$ cat src/rtl/fsk_modulator_if.sv
// rtl/fsk_modulator_if.sv - byte handshake between the frame source and the FSK transmitter
interface fsk_modulator_if #(
  parameter int DATA_W = 8
);
  logic [DATA_W-1:0] tx_data;
  logic              tx_valid;
  logic              tx_ready;

  modport master (output tx_data, output tx_valid, input tx_ready);
  modport slave  (input tx_data, input tx_valid, output tx_ready);
endinterface

$ cat src/rtl/fsk_modulator.sv
// rtl/fsk_modulator.sv - continuous-phase binary FSK transmitter with UART-style framing
module fsk_modulator #(
  parameter int DATA_W     = 8,
  parameter int BIT_CYCLES = 288,
  parameter int PHASE_W    = 16,
  parameter int FW_SPACE   = 2048,
  parameter int FW_MARK    = 4096
) (
  input  logic                 mainclk,
  input  logic                 reset,
  fsk_modulator_if.slave       tx,
  output logic                 bit_cur,
  output logic                 busy,
  output logic [PHASE_W-1:0]   phase,
  output logic                 fsk_out
);

  localparam int CNT_W = (BIT_CYCLES > 1) ? $clog2(BIT_CYCLES) : 1;
  localparam int IDX_W = (DATA_W > 1) ? $clog2(DATA_W) : 1;
  localparam logic [CNT_W-1:0] CNT_LAST = CNT_W'(BIT_CYCLES - 1);
  localparam logic [IDX_W-1:0] IDX_LAST = IDX_W'(DATA_W - 1);

  typedef enum logic [1:0] {
    S_IDLE  = 2'd0,
    S_START = 2'd1,
    S_DATA  = 2'd2,
    S_STOP  = 2'd3
  } state_t;

  state_t              state_q, state_d;
  logic [CNT_W-1:0]    cnt_q, cnt_d;
  logic [IDX_W-1:0]    idx_q, idx_d;
  logic [DATA_W-1:0]   shreg_q, shreg_d;
  logic                bit_q, bit_d;
  logic [PHASE_W-1:0]  phase_q, phase_d;
  logic                last_cyc;
  logic                ready;
  logic                accept;

  always_ff @(posedge mainclk or posedge reset) begin
    if (reset) begin
      state_q <= S_IDLE;
      cnt_q   <= '0;
      idx_q   <= '0;
      shreg_q <= '0;
      bit_q   <= 1'b1;
      phase_q <= '0;
    end else begin
      state_q <= state_d;
      cnt_q   <= cnt_d;
      idx_q   <= idx_d;
      shreg_q <= shreg_d;
      bit_q   <= bit_d;
      phase_q <= phase_d;
    end
  end

  always_comb begin
    state_d  = state_q;
    cnt_d    = cnt_q;
    idx_d    = idx_q;
    shreg_d  = shreg_q;
    bit_d    = bit_q;
    last_cyc = (cnt_q == CNT_LAST);
    // The last stop cycle also accepts, so back-to-back frames have no idle gap
    ready    = (state_q == S_IDLE) || ((state_q == S_STOP) && last_cyc);
    accept   = tx.tx_valid && ready;

    if (state_q != S_IDLE) begin
      cnt_d = last_cyc ? '0 : cnt_q + CNT_W'(1);
    end

    case (state_q)
      S_IDLE: begin
        if (accept) begin
          state_d = S_START;
          shreg_d = tx.tx_data;
          bit_d   = 1'b0;
        end
      end
      S_START: begin
        if (last_cyc) begin
          state_d = S_DATA;
          idx_d   = '0;
          bit_d   = shreg_q[0];
        end
      end
      S_DATA: begin
        if (last_cyc) begin
          shreg_d = shreg_q >> 1;
          if (idx_q == IDX_LAST) begin
            state_d = S_STOP;
            bit_d   = 1'b1;
          end else begin
            idx_d   = idx_q + IDX_W'(1);
            bit_d   = shreg_q[1];
          end
        end
      end
      S_STOP: begin
        if (last_cyc) begin
          if (accept) begin
            state_d = S_START;
            shreg_d = tx.tx_data;
            bit_d   = 1'b0;
          end else begin
            state_d = S_IDLE;
            bit_d   = 1'b1;
          end
        end
      end
      default: begin
        state_d = S_IDLE;
        bit_d   = 1'b1;
      end
    endcase

    // Tone follows the registered symbol; phase is never cleared, wrapping mod 2^PHASE_W
    phase_d = phase_q + (bit_q ? PHASE_W'(FW_MARK) : PHASE_W'(FW_SPACE));
  end

  assign tx.tx_ready = ready;
  assign bit_cur     = bit_q;
  assign busy        = (state_q != S_IDLE);
  assign phase       = phase_q;
  assign fsk_out     = phase_q[PHASE_W-1];

endmodule

$ cat src/flat_wrapper.sv
// flat-port wrapper written by rule: the top's interface ports become plain ports
module fsk_modulator_flat 
#(
  parameter int DATA_W     = 8,
  parameter int BIT_CYCLES = 288,
  parameter int PHASE_W    = 16,
  parameter int FW_SPACE   = 2048,
  parameter int FW_MARK    = 4096
)
  (mainclk, reset, bit_cur, busy, phase, fsk_out, tx_tx_data, tx_tx_valid, tx_tx_ready);
  fsk_modulator_if #(.DATA_W(DATA_W)) tx_i ();
  input  logic mainclk;
  input  logic reset;
  output logic bit_cur;
  output logic busy;
  output logic [PHASE_W-1:0] phase;
  output logic fsk_out;
  input wire logic [$bits(tx_i.tx_data)-1:0] tx_tx_data;
  input wire logic [$bits(tx_i.tx_valid)-1:0] tx_tx_valid;
  output wire logic [$bits(tx_i.tx_ready)-1:0] tx_tx_ready;
  assign tx_i.tx_data = tx_tx_data;
  assign tx_i.tx_valid = tx_tx_valid;
  assign tx_tx_ready = tx_i.tx_ready;
  fsk_modulator #(.DATA_W(DATA_W), .BIT_CYCLES(BIT_CYCLES), .PHASE_W(PHASE_W), .FW_SPACE(FW_SPACE), .FW_MARK(FW_MARK)) u_core (.mainclk(mainclk), .reset(reset), .tx(tx_i), .bit_cur(bit_cur), .busy(busy), .phase(phase), .fsk_out(fsk_out));
endmodule
$ cat config.mk
export PLATFORM = sky130hd
export DESIGN_NAME = fsk_modulator_flat
export DESIGN_NICKNAME = d
export VERILOG_FILES = /design/src/rtl/fsk_modulator_if.sv /design/src/rtl/fsk_modulator.sv /design/src/flat_wrapper.sv
export SDC_FILE = /design/constraint.sdc
export NUM_CORES = 1
export LEC_CHECK = 0
export ABC_AREA = 1
export BUFFER_PORTS_ARGS = -buffer_cell sky130_fd_sc_hd__buf_2
export CAP_MARGIN = 0
export CORE_UTILIZATION = 55
export CTS_CLUSTER_DIAMETER = 40
export CTS_CLUSTER_SIZE = 24
export DETAILED_ROUTE_END_ITERATION = 6
export PLACE_DENSITY = 0.79
export SLEW_MARGIN = 20
export SYNTH_ARGS = -nofsm -noshare
export SYNTH_HDL_FRONTEND = slang
export SYNTH_SLANG_ARGS = --single-unit
$ cat constraint.sdc
create_clock -name mainclk -period 1.85 [get_ports mainclk]
set_input_delay 0.0925 -clock mainclk [delete_from_list [all_inputs] [get_ports mainclk]]
set_output_delay 0.0925 -clock mainclk [all_outputs]
set_load 0.03 [all_outputs]
# Yosys cells after proc, flatten, opt, wreduce, memory -nomap -nowiden
# Index checks and enable logic that the tools add are counted.
dict set report classes {
  add_sub_neg 3
  n_eq_ne 11
  muxes 24
  reduce_logical 11
}
# op count
set ops {}
lappend ops {{$mux W8} 3}
lappend ops {{$pmux W8 S3} 1}
lappend ops {{$add A16 B16 Y16} 1}
lappend ops {{$mux W13} 1}
lappend ops {{$mux W2} 5}
lappend ops {{$ne A2 B1 Y1 const B} 5}
lappend ops {{$add A9 B1 Y9 const B} 1}
lappend ops {{$eq A9 B9 Y1 const B} 1}
lappend ops {{$mux W3} 3}
lappend ops {{$mux W9} 1}
lappend ops {{$pmux W2 S4} 1}
lappend ops {{$reduce_and A4 Y1} 2}
lappend ops {{$mux W1} 7}
lappend ops {{$pmux W3 S2} 1}
lappend ops {{$reduce_and A5 Y1} 1}
lappend ops {{$eq A2 B2 Y1 const B} 2}
lappend ops {{$pmux W1 S4} 1}
lappend ops {{$reduce_bool A2 Y1} 2}
lappend ops {{$add A3 B1 Y3 const B} 1}
lappend ops {{$eq A3 B3 Y1 const B} 1}
lappend ops {{$reduce_and A3 Y1} 1}
lappend ops {{$reduce_bool A3 Y1} 1}
lappend ops {{$eq A2 B1 Y1 const B} 1}
lappend ops {{$logic_and A1 B1 Y1} 2}
lappend ops {{3 further kinds} 3}
dict set report totals {
  reg_bits 39
  inputBits 11
  out_inout_bits 20
  word_cells 55
}

# Logic depth before layout (Yosys ltp)
dict set report depth {
  word_depth 7
  mapped_depth 10
  depth_no_buf 10
}

# Worst setup path after synthesis
# OpenSTA, ideal clock, no wires.
dict set report synth_path {
  path_kind {reg-to-reg}
  startpoint {reg u_core.state_q[0]}
  endpoint {reg u_core.state_q[0]}
  setup_time_ps 119
  arrival_ps 1484
  t_required_ps 1731
  path_slack_ps 248
  stages_incl_launch_ff 10
  path_buffers 1
  synth_period_minus_slack_ps 1602
  cell_sequence {dfrtp_1 inv_1 ha_1 inv_1 clkbuf_1 nor2_1 nor2_2 nand2_1 nand2_1 nand2_1}
}
dict set report synth_between {
  elab_chain_len 7
  elab_cells_between_ends 16
  classes_between {eq/ne: 8; mux: 3; reduce/logical: 5}
}
# item line_no
set synth_lines {}
lappend synth_lines {{from (decl)} fsk_modulator.sv:30} ;# state_t state_q, state_d;
lappend synth_lines {{from (signal assigned)} fsk_modulator.sv:49} ;# state_q <= state_d;
lappend synth_lines {{$eq A2 B2 Y1} {fsk_modulator.sv:66, fsk_modulator.sv:73}}
lappend synth_lines {{$logic_and A1 B1 Y1} fsk_modulator.sv:66} ;# ready = (state_q == S_IDLE) || ((state_q == S_STOP) && last_cyc);
lappend synth_lines {{$logic_or A1 B1 Y1} fsk_modulator.sv:66}
lappend synth_lines {{$logic_and A1 B1 Y1} fsk_modulator.sv:67} ;# accept = tx.tx_valid && ready;
lappend synth_lines {{$mux W1} fsk_modulator.sv:102} ;# if (accept) begin
lappend synth_lines {{$mux W2} fsk_modulator.sv:101} ;# if (last_cyc) begin
lappend synth_lines {{$pmux W2 S4} fsk_modulator.sv:73} ;# case (state_q)
# Several ways; a longest one is shown, not always the timed one. The select of a mux whose other input is x is not followed.
# A chain may end at the register's enable or synchronous reset.

# Worst setup path after layout
dict set report layout_path {
  startpoint {reg u_core.cnt_q[0]}
  endpoint {out tx_tx_ready}
}
dict set report layout_between {
  elab_chain_len 3
}
# item line_no
set layout_lines {}
lappend layout_lines {{from (decl)} fsk_modulator.sv:31} ;# logic [CNT_W-1:0] cnt_q, cnt_d;
lappend layout_lines {{from (signal assigned)} fsk_modulator.sv:50} ;# cnt_q <= cnt_d;
lappend layout_lines {{$eq A9 B9 Y1} fsk_modulator.sv:64} ;# last_cyc = (cnt_q == CNT_LAST);
lappend layout_lines {{$logic_and A1 B1 Y1} fsk_modulator.sv:66}
lappend layout_lines {{$logic_or A1 B1 Y1} fsk_modulator.sv:66}
lappend layout_lines {{to (decl)} flat_wrapper.sv:20} ;# output wire logic [$bits(tx_i.tx_ready)-1:0] tx_tx_ready;
# Every way passes these cells.

==> results.json <==
{
  "status": "completed",
  "pin_count": 31,
  "port-buffer-count": 19,
  "dp_hpwl_mm": 2.25,
  "ys_ff_latch": 28,
  "max_stage_delay_ns": 0.45,
  "slowest_stage": "dfrtp_1",
  "grt_use_total": 0.196,
  "reg2reg_depth": 8,
  "yosys-top-cells-area": "dfrtp_1 39%, nand2_1 15%, ha_1 7.9%",
  "yosysWarnings": 0,
  "cp-end-kind": "output pin",
  "setup_viol": 0,
  "place_ws_ns": 0.107,
  "fin_crit_sh": 0.950,
  "routed_wirelength_mm": 3.03,
  "period_needed_ns": 1.76,
  "multi_input_area_um2": 913,
  "whs_path_depth": 5,
  "synth_enable_flop_cells": 0,
  "synth.cell_area_um2": 1750,
  "cp-start-kind": "flop",
  "die_h_um": 58.4,
  "crit_type": "flop to output pin",
  "syn_inst": 215,
  "via_per_inst": 4.68,
  "grt_start_max_net_pins": 29,
  "regArea_um2": 703,
  "coreArea_um2": 3030,
  "path_cells": "ha_2, nand2_2, nor2_4, nand3_2, nand2_4, buf_2",
  "overflow": 0,
  "avgSynthCellArea_um2": 8.14,
  "r2r_end": "u_core.state_q[0]",
  "fmax_mhz": 569,
  "clkTransAtPathRegs_ns": 0.16,
  "peakVddDrop_v": 0.000282,
  "cts-root-buf": "clkbuf_4",
  "h-tree-depth": 1,
  "power.density_nw_per_um2": 553,
  "final_antenna_net_count": 0,
  "critPathMaxFanout": 6,
  "slew_viol_final": 0,
  "worst_slack_ns": 0.0924,
  "drt-wirelength-per-cell_um": 10.7,
  "die-area_um2": 3410,
  "core.rowCount": 20,
  "required_ns": 1.76,
  "synth.most_common_cell": "nand2_1",
  "cts_buffers": 3,
  "gp_congestion": 0.783,
  "synth-main-ff-cell": "dfrtp_1",
  "drt-initial-drc-count": 41,
  "grt_pass1_vias": 1180,
  "die_w_um": 58.4,
  "dr.pass1.iters": 4,
  "clk_latency_ns": 0.32,
  "worstHoldEndpoint": "u_core.shreg_q[7]",
  "ys_seq_area_frac": 0.401,
  "cap_violations": 0,
  "skew_ns": 0.00656,
  "antenna_cells": 0,
  "cp.arrival_ns": 1.67,
  "yosysTopAreaCellShare": 0.386,
  "hold_class": "primary input to flop",
  "antenna_found_initial": 0,
  "r2r_slack_ns": 0.17,
  "synth_largest_area_cell": "dfrtp_1",
  "drive_gt1_frac": 0.210,
  "initial_core_util": 0.578,
  "leakagePower_nw": 1.05,
  "drc": 0,
  "cts_tree": "yes",
  "cts_buffer_depth": 2,
  "tns_ns": 0,
  "synthTopCellsByCount": "71 x nand2_1, 27 x dfrtp_1, 17 x inv_1, 15 x nand3_1, 12 x buf_4",
  "syn_to_final_growth_pct": 10.4,
  "ys_types": 33,
  "vias": 1320,
  "fill_cells": 266,
  "min_from": "tx_tx_data[7]",
  "hold_violations": 0,
  "timing.rr.start": "u_core.state_q[1]",
  "async_reset_ff_frac": 1.00,
  "grt_pass1_wl_mm": 5.22,
  "fin_nets": 262,
  "cts_sinks": 28
}
-- layout by cell type (no fill, tap or decap), types with 3 or more instances in the layout --
master,instances
a21oi_1,4
buf_2,19
buf_4,3
clkbuf_4,3
conb_1,11
dfrtp_1,26
ha_1,9
inv_1,17
inv_2,4
nand2_1,71
nand2_4,5
nand3_1,15
nor2_1,10
nor3_1,5
o21ai_1,3
xor2_1,3
-- sequential cells by signal, indices dropped and copies added, names as in the netlist --
signal	count
u_core.idx_q	3
u_core.bit_cur	1
u_core.shreg_q	8
u_core.phase	5
u_core.cnt_q	9
u_core.state_q	2
-- what timing repair did --
| action | in CTS | in global routing |
|---|---|---|
| gates resized for setup | 0 | 3 |
| setup buffers | 0 | 0 |
| hold buffers | 1 | 0 |
| hold endpoints to repair | 27 | 0 |
| endpoints found under the setup margin | 0 | 5 |
-- report_power, final --
group / internal, mW / switching, mW
logic: 0.0104 / 0.0453
registers: 0.612 / 0
clock network: 0.219 / 0.181
-- critical path: cells and delay by family, from the launching register on --
kind                     cells  cell delay [ns]
adder cells (fa/ha/maj)      1             0.27
buffers and inverters        1             0.19
flip-flops                   1             0.45
AND/OR/NAND/NOR              4             0.43
-- how the worst max path moves through the flow --
stage,slack [ns],to,start,depth (start not counted)
after floorplan,0.25,u_core.state_q[0],u_core.state_q[0],9
after global placement,0.15,u_core.state_q[0],u_core.state_q[1],8
after detailed placement,0.11,u_core.state_q[0],u_core.state_q[1],8
after CTS,0.05,tx_tx_ready,u_core.cnt_q[0],6
after global routing,-0.006,u_core.state_q[0],u_core.state_q[1],8
final,0.09,tx_tx_ready,u_core.cnt_q[0],6
-- final cells by class --
| type | count | area share |
|---|---|---|
| Timing Repair Buffer | 23 | 0.0661 |
| Sequential cell | 28 | 0.364 |
| Multi-Input combinational cell | 162 | 0.473 |
| Clock inverter | 1 | 0.0156 |
| Clock buffer | 3 | 0.0117 |
| Tap cell | 44 | 0.0285 |
| Inverter | 21 | 0.0408 |
-- layer usage --
layer  up-vias  GRT usage  wire length, µm
met3         2     0.0264               56
li1        704          -                -
met4         0     0.0408               20
met5         -          0                0
met1       598      0.281             1540
met2        16      0.320             1410
-- per-stage QoR --
step                instance area (µm²)  instances  utilization  hold WS, ns  power [mW]
CTS                                1920        282        0.636       0.0590        1.08
detailed placement                 1860        277        0.615        0.176       0.679
floorplan                          1790        225            -        0.157       0.680
global placement                   1860        277        0.615        0.177       0.678
global route                       1930        282        0.638        0.100        1.10
finish                             1930        282        0.638       0.0703        1.07
-- cells by family after synthesis --
| family | Yosys count | share of synthesized area |
|---|---|---|
| AO/OA/AOI/OAI | 14 | 0.0537 |
| XOR/XNOR | 5 | 0.0250 |
| adder cells (fa/ha/maj) | 12 | 0.0901 |
| buffers and inverters | 35 | 0.101 |
| flip-flops | 28 | 0.401 |
| multiplexers | 1 | 0.00644 |
| other | 1 | 0.00214 |
| AND/OR/NAND/NOR | 119 | 0.320 |
Power figures use the tool's default switching activity.
